$ cat src/rtl/maxpool_sched.sv
// Sequential max-pool walker: one buffer read per cycle per window, one pooled result per window on a valid/ready stream.
// Define MAXPOOL_SIGNED_EN to compare activations as two's-complement; otherwise the comparison is unsigned.
module maxpool_sched #(
    parameter int IN_W       = 32,
    parameter int IN_H       = 32,
    parameter int CHANNELS   = 16,
    parameter int POOL_SIZE  = 2,
    parameter int ACTIV_BITS = 8,
    parameter int ADDR_BITS  = $clog2(IN_W*IN_H*CHANNELS),
    localparam int OUT_W     = IN_W / POOL_SIZE,
    localparam int OUT_H     = IN_H / POOL_SIZE,
    localparam int CH_BITS   = (CHANNELS > 1) ? $clog2(CHANNELS) : 1,
    localparam int X_BITS    = (OUT_W > 1) ? $clog2(OUT_W) : 1,
    localparam int Y_BITS    = (OUT_H > 1) ? $clog2(OUT_H) : 1
) (
    input  logic                  clk,
    input  logic                  rst,
    input  logic                  start,
    output logic                  busy,
    output logic                  done,
    output logic                  mem_rd_en,
    output logic [ADDR_BITS-1:0]  mem_rd_addr,
    input  logic [ACTIV_BITS-1:0] mem_rd_data,
    output logic                  out_valid,
    input  logic                  out_ready,
    output logic [ACTIV_BITS-1:0] out_data,
    output logic [CH_BITS-1:0]    out_ch,
    output logic [X_BITS-1:0]     out_x,
    output logic [Y_BITS-1:0]     out_y,
    output logic [2:0]            dbg_state
);
    localparam int K_BITS = (POOL_SIZE > 1) ? $clog2(POOL_SIZE) : 1;

    localparam logic [2:0] S_IDLE = 3'd0;
    localparam logic [2:0] S_READ = 3'd1;
    localparam logic [2:0] S_WAIT = 3'd2;
    localparam logic [2:0] S_EMIT = 3'd3;
    localparam logic [2:0] S_DONE = 3'd4;

    localparam logic [K_BITS-1:0]  LAST_K = K_BITS'(POOL_SIZE - 1);
    localparam logic [X_BITS-1:0]  LAST_X = X_BITS'(OUT_W - 1);
    localparam logic [Y_BITS-1:0]  LAST_Y = Y_BITS'(OUT_H - 1);
    localparam logic [CH_BITS-1:0] LAST_C = CH_BITS'(CHANNELS - 1);

    logic [2:0]            r_state;
    logic [K_BITS-1:0]     r_kx;
    logic [K_BITS-1:0]     r_ky;
    logic [X_BITS-1:0]     r_ox;
    logic [Y_BITS-1:0]     r_oy;
    logic [CH_BITS-1:0]    r_ch;
    logic [ADDR_BITS-1:0]  r_addr;
    logic                  r_rd_vld;
    logic                  r_rd_first;
    logic [ACTIV_BITS-1:0] r_max;

    logic                  w_last_kx;
    logic                  w_last_k;
    logic [K_BITS-1:0]     w_nkx;
    logic [K_BITS-1:0]     w_nky;
    logic                  w_last_x;
    logic                  w_last_y;
    logic                  w_final;
    logic [X_BITS-1:0]     w_nox;
    logic [Y_BITS-1:0]     w_noy;
    logic [CH_BITS-1:0]    w_nch;
    logic                  w_greater;

    function automatic logic [ADDR_BITS-1:0] f_addr(input int c, input int y, input int x);
        int v;
        v = (c * IN_H + y) * IN_W + x;
        return ADDR_BITS'(v);
    endfunction

    assign w_last_kx = (r_kx == LAST_K);
    assign w_last_k  = w_last_kx && (r_ky == LAST_K);
    assign w_nkx     = w_last_kx ? '0 : r_kx + 1'b1;
    assign w_nky     = w_last_kx ? r_ky + 1'b1 : r_ky;

    assign w_last_x  = (r_ox == LAST_X);
    assign w_last_y  = (r_oy == LAST_Y);
    assign w_final   = w_last_x && w_last_y && (r_ch == LAST_C);
    assign w_nox     = w_last_x ? '0 : r_ox + 1'b1;
    assign w_noy     = w_last_x ? (w_last_y ? '0 : r_oy + 1'b1) : r_oy;
    assign w_nch     = (w_last_x && w_last_y) ? r_ch + 1'b1 : r_ch;

`ifdef MAXPOOL_SIGNED_EN
    assign w_greater = $signed(mem_rd_data) > $signed(r_max);
`else
    assign w_greater = mem_rd_data > r_max;
`endif

    // r_addr always holds the address of the read issued in the current READ cycle and
    // keeps its last value elsewhere, so it is loaded one step ahead on each transition.
    always_ff @(posedge clk or posedge rst) begin
        if (rst) begin
            r_state <= S_IDLE;
            r_kx    <= '0;
            r_ky    <= '0;
            r_ox    <= '0;
            r_oy    <= '0;
            r_ch    <= '0;
            r_addr  <= '0;
        end else begin
            case (r_state)
                S_IDLE: begin
                    if (start) begin
                        r_state <= S_READ;
                        r_kx    <= '0;
                        r_ky    <= '0;
                        r_ox    <= '0;
                        r_oy    <= '0;
                        r_ch    <= '0;
                        r_addr  <= '0;
                    end
                end
                S_READ: begin
                    if (w_last_k) begin
                        r_state <= S_WAIT;
                        r_kx    <= '0;
                        r_ky    <= '0;
                    end else begin
                        r_kx   <= w_nkx;
                        r_ky   <= w_nky;
                        r_addr <= f_addr(int'(r_ch), int'(r_oy) * POOL_SIZE + int'(w_nky),
                                         int'(r_ox) * POOL_SIZE + int'(w_nkx));
                    end
                end
                S_WAIT: r_state <= S_EMIT;
                S_EMIT: begin
                    if (out_ready) begin
                        if (w_final) begin
                            r_state <= S_DONE;
                        end else begin
                            r_state <= S_READ;
                            r_ox    <= w_nox;
                            r_oy    <= w_noy;
                            r_ch    <= w_nch;
                            r_addr  <= f_addr(int'(w_nch), int'(w_noy) * POOL_SIZE,
                                              int'(w_nox) * POOL_SIZE);
                        end
                    end
                end
                S_DONE:  r_state <= S_IDLE;
                default: r_state <= S_IDLE;
            endcase
        end
    end

    // Read data lands one cycle after the strobe; the first datum of a window seeds the max.
    always_ff @(posedge clk or posedge rst) begin
        if (rst) begin
            r_rd_vld   <= 1'b0;
            r_rd_first <= 1'b0;
            r_max      <= '0;
        end else begin
            r_rd_vld   <= mem_rd_en;
            r_rd_first <= mem_rd_en && (r_kx == '0) && (r_ky == '0);
            if (r_rd_vld && (r_rd_first || w_greater))
                r_max <= mem_rd_data;
        end
    end

    // out_valid stays high with stable payload until out_ready; transfer happens on valid && ready.
    assign busy        = (r_state != S_IDLE);
    assign done        = (r_state == S_DONE);
    assign mem_rd_en   = (r_state == S_READ);
    assign mem_rd_addr = r_addr;
    assign out_valid   = (r_state == S_EMIT);
    assign out_data    = r_max;
    assign out_ch      = r_ch;
    assign out_x       = r_ox;
    assign out_y       = r_oy;
    assign dbg_state   = r_state;

endmodule

$ cat config.mk
export PLATFORM = sky130hd
export DESIGN_NAME = maxpool_sched
export DESIGN_NICKNAME = d
export VERILOG_FILES = /design/src/rtl/maxpool_sched.sv
export SDC_FILE = /design/constraint.sdc
export NUM_CORES = 1
export LEC_CHECK = 0
export ABC_AREA = 1
export CAP_MARGIN = 20
export CORE_MARGIN = 1.5
export CORE_UTILIZATION = 50
export DETAILED_ROUTE_END_ITERATION = 8
export PLACE_DENSITY = 0.78
export SLEW_MARGIN = 20
export SYNTH_ARGS = -nofsm -noshare
export SYNTH_HDL_FRONTEND = slang
export SYNTH_SLANG_ARGS = --single-unit
$ cat constraint.sdc
create_clock -name clk -period 1.68 [get_ports clk]
set_input_delay 0.336 -clock clk [delete_from_list [all_inputs] [get_ports clk]]
set_output_delay 0.336 -clock clk [all_outputs]
set_load 0.02 [all_outputs]
==> impl_summary.log <==
[metrics] clock network latency to the later pin of the worst-skew pair: 0.30 ns
[metrics] number of clock sinks: 41
[metrics] worst hold path class: in2reg
[metrics] clock share of power: 13.0%
[metrics] capturing element type of the critical path: flop
[metrics] max-capacitance violation count: 0
[metrics] initial antenna violation count: 0
[metrics] Syn Area/Cell: 7.61 sq um
[metrics] count of state elements after synthesis: 41
[metrics] Primary FF master, synth: sky130_fd_sc_hd__dfrtp_1
[metrics] clock tree from TritonCTS: built
[metrics] final-stage net count: 409
[metrics] number of slew-limit violations in the final report: 0
[metrics] PD cells: 1570 nW/um^2
[metrics] first-pass GRT wire length: 9150 microns
[metrics] number of setup violations in the final report: 0
[metrics] sequential share of power: 28.4%
[metrics] number of port buffers: 52
[metrics] Crit Path Max Fanout: 12
[metrics] post-layout minimum cycle time: 1.64 ns
[metrics] switching pwr: 2.30 mW
[metrics] Boundary Pins: 53
[metrics] syn_nets: 321
[metrics] EDFF count, synth: 0
[metrics] chip height: 70.2 microns
[metrics] share of the core filled with cells in the final layout: 76.6%
[metrics] area used by multi-input combinational logic: 1150 sq um
[metrics] die footprint: 4930 sq um
[metrics] initial DRC count: 144
[metrics] Worst IR Drop VDD: 0.00107 V
[metrics] total negative slack: 0 ns
[metrics] total standard cell area after synthesis: 2260 sq um
[metrics] sequential cell area in the final layout: 1030 sq um
[metrics] Placer Congestion: 0.856
[metrics] count of standard-cell rows: 24
[metrics] critical path class: reg2reg
[metrics] DRT Pass-1 Iters: 4
[metrics] clk_skew: 0.00826 ns
[metrics] effective utilization at floorplan: 51.9%
[metrics] depth of the worst register-to-register path: 10
[metrics] Tot GR Track Use: 23.5%
[metrics] final cycle utilization of the critical path: 97.8%
[metrics] setup slack on the worst flop-to-flop path: 0.04 ns
[metrics] CP Launch Type: flop
[metrics] number of distinct library cell variants in the gate-level netlist after synthesis: 24
[metrics] combinational share of power: 58.6%
[metrics] FMAX: 608 MHz
[metrics] number of clock buffers inserted by TritonCTS: 5
[metrics] Slew @ Worst Pin: 0.323 ns
[metrics] worst relative slew slack: 78.5%
[metrics] async set-or-reset flop fraction in the synthesized netlist: 100%
[metrics] Placeable Area: 4350 sq um
[metrics] Sw Ratio: 43.8%
[metrics] destination of the worst register-to-register timing path: out_ch[2]$_DFFE_PP0P_
[metrics] largest buffer count on any clock path: 2
[metrics] Layout Area Growth over Synthesis: 47.5%
[metrics] via count of the first global-routing pass: 2067
[metrics] Worst EP required: 1.90 ns
[metrics] clock tree root driver cell: sky130_fd_sc_hd__clkbuf_8
[metrics] leftover overflow at the end of global routing: 0
[metrics] number of diodes added for antenna fixing: 0
[metrics] overall routed net length: 5850 microns
[metrics] Layout fillers: 318
[metrics] data arrival at the endpoint of the critical path: 1.86 ns
[metrics] register clock-pin slew on the reported worst setup and hold paths: 0.08 ns
[metrics] share of post-route cells with drive strength above 1: 20.5%
[metrics] DRC violations left: 0
[metrics] standby leakage power: 1.82 nW
[metrics] startpoint of the lowest-slack register-to-register path: out_x[0]$_DFFE_PP0P_
[metrics] instance area after placement: 3080 sq um
[metrics] DIE WIDTH: 70.2 microns
[metrics] run status: finished clean
[metrics] total power: 5.25 mW
[metrics] warnings from Yosys: 0
[metrics] final hold violation count: 0
[metrics] setup repair after global routing missed its margin: yes
[metrics] via density per instance: 5.08
[metrics] mean routed wirelength per cell: 13.4 microns
[metrics] Vias: 2223
[metrics] Synth Instances: 297
[metrics] number of nets with antenna violations after routing: 0
[metrics] number of levels in the clock H-tree: 2
[metrics] sequential cell area fraction in the yosys report: 45.4%
[metrics] Worst Min Path Start: mem_rd_data[3]
[metrics] post-detailed-placement half-perimeter wirelength: 3940 microns
[metrics] hold endpoint: out_data[3]$_DFFE_PP0P_
[metrics] post-route cell area: 3330 sq um
[metrics] pin count of the biggest net entering global routing: 42
[metrics] Int Power: 2.95 mW
[metrics] Worst Hold Path Cells: 3
==> critical path: stages, from the launching register on <==
cell                      delay [ns]
sky130_fd_sc_hd__dfrtp_2        0.40
sky130_fd_sc_hd__ha_4           0.15
sky130_fd_sc_hd__nand3_4        0.11
sky130_fd_sc_hd__nor2_4         0.19
sky130_fd_sc_hd__nand3_1        0.09
sky130_fd_sc_hd__nand2_1        0.09
sky130_fd_sc_hd__nand2_1        0.07
sky130_fd_sc_hd__nand2_2        0.12
sky130_fd_sc_hd__buf_12         0.15
sky130_fd_sc_hd__nor2_1         0.04
sky130_fd_sc_hd__a21oi_1        0.15
==> routing by layer <==
layer,global-route usage [%],up-vias,share of wire [%]
li1,-,1124,-
met3,4.62,9,4.8
met2,38.2,68,49
met5,0,-,0
met4,10.5,0,1.9
met1,30.4,1022,44
==> synthesized netlist by cell type (3+ instances only) <==
library cell              number  share of area [%]
sky130_fd_sc_hd__nor3_1        6                1.3
sky130_fd_sc_hd__nand3_1      21                4.6
sky130_fd_sc_hd__nand4_1       3               0.83
sky130_fd_sc_hd__a21oi_1       6                1.3
sky130_fd_sc_hd__ha_1         12                6.6
sky130_fd_sc_hd__nor2_1       10                1.7
sky130_fd_sc_hd__o21ai_0      27                6.0
sky130_fd_sc_hd__nand2_1     113                 19
sky130_fd_sc_hd__inv_1        36                6.0
sky130_fd_sc_hd__dfrtp_1      41                 45
sky130_fd_sc_hd__buf_6         3                1.5
==> sequential cells by signal, indices dropped and copies added, names as in the netlist <==
register     cells
dbg_state        3
r_kx             1
r_ky             1
out_y            4
out_ch           4
out_x            4
out_data         8
mem_rd_addr     14
r_rd_vld         1
r_rd_first       1
==> how the worst max path moves through the flow <==
stage	cells after the start	to	slack, ns	start
2_1_floorplan	13	out_data[3]$_DFFE_PP0P_	0.006	out_data[1]$_DFFE_PP0P_
3_3_place_gp	11	out_data[7]$_DFFE_PP0P_	-0.29	mem_rd_data[5]
3_5_place_dp	11	out_data[7]$_DFFE_PP0P_	-0.37	mem_rd_data[7]
4_1_cts	9	mem_rd_addr[10]$_DFFE_PP0P_	0.0004	out_x[0]$_DFFE_PP0P_
5_1_grt	13	out_data[1]$_DFFE_PP0P_	-0.07	out_data[1]$_DFFE_PP0P_
6_report	10	out_ch[2]$_DFFE_PP0P_	0.04	out_x[0]$_DFFE_PP0P_
==> power by group through the flow <==
stage	clock (mW)	combinational (mW)	sequential, mW
final	0.682	3.08	1.49
after floorplan	0	1.35	1.68
after global placement	0	2.71	1.47
after detailed placement	0	2.77	1.48
after global routing	0.719	3.36	1.53
after CTS	0.693	2.74	1.48
==> kinds of logic after synthesis <==
logic type      Yosys count  synth area share (%)
flops                    41                  45.4
simple gates            161                  30.5
fa+ha+maj                12                  6.64
buf+inv                  45                  8.69
compound gates           38                  8.74
==> area by class of cell <==
class / instances / area share [%]
Tap cell: 52 / 1.95
Sequential cell: 41 / 31.0
Clock buffer: 8 / 2.70
Timing Repair Buffer: 88 / 25.5
Multi-Input combinational cell: 211 / 34.5
Inverter: 38 / 4.39
==> stage by stage <==
step	std cells	setup WS (ns)	hold slack, ns
2_1_floorplan	297	0.00556	0.435
4_1_cts	434	0.000445	0.387
3_5_place_dp	426	-0.365	0.458
3_3_place_gp	426	-0.295	0.454
5_1_grt	438	-0.0717	0.380
6_report	438	0.0363	0.364
==> cell usage in the layout, fill, tap and decap left out, types with 4 or more instances in the layout <==
cell / Yosys / layout
sky130_fd_sc_hd__nand2_2: 2 / 4
sky130_fd_sc_hd__clkdlybuf4s50_1: 0 / 26
sky130_fd_sc_hd__nor2_1: 10 / 8
sky130_fd_sc_hd__clkbuf_8: 0 / 6
sky130_fd_sc_hd__dfrtp_1: 41 / 35
sky130_fd_sc_hd__nand2_1: 113 / 109
sky130_fd_sc_hd__nor3_1: 6 / 5
sky130_fd_sc_hd__o21ai_0: 27 / 24
sky130_fd_sc_hd__ha_4: 0 / 4
sky130_fd_sc_hd__a21oi_1: 6 / 4
sky130_fd_sc_hd__inv_1: 36 / 34
sky130_fd_sc_hd__o21ai_1: 2 / 4
sky130_fd_sc_hd__dlygate4sd2_1: 0 / 14
sky130_fd_sc_hd__buf_4: 1 / 30
sky130_fd_sc_hd__nand3_1: 21 / 20
sky130_fd_sc_hd__dfrtp_2: 0 / 6
sky130_fd_sc_hd__ha_1: 12 / 7
sky130_fd_sc_hd__dlymetal6s2s_1: 0 / 9
==> what timing repair did <==
| action | CTS | global route |
|---|---|---|
| cloned | 0 | 1 |
| hold buffers | 0 | 0 |
| gates resized for setup | 28 | 34 |
| endpoints found under the setup margin | 30 | 43 |
| endpoints found under the hold margin | 0 | 0 |
| buffers inserted | 0 | 3 |
| pin swaps | 2 | 10 |
Power figures use the tool's default switching activity.
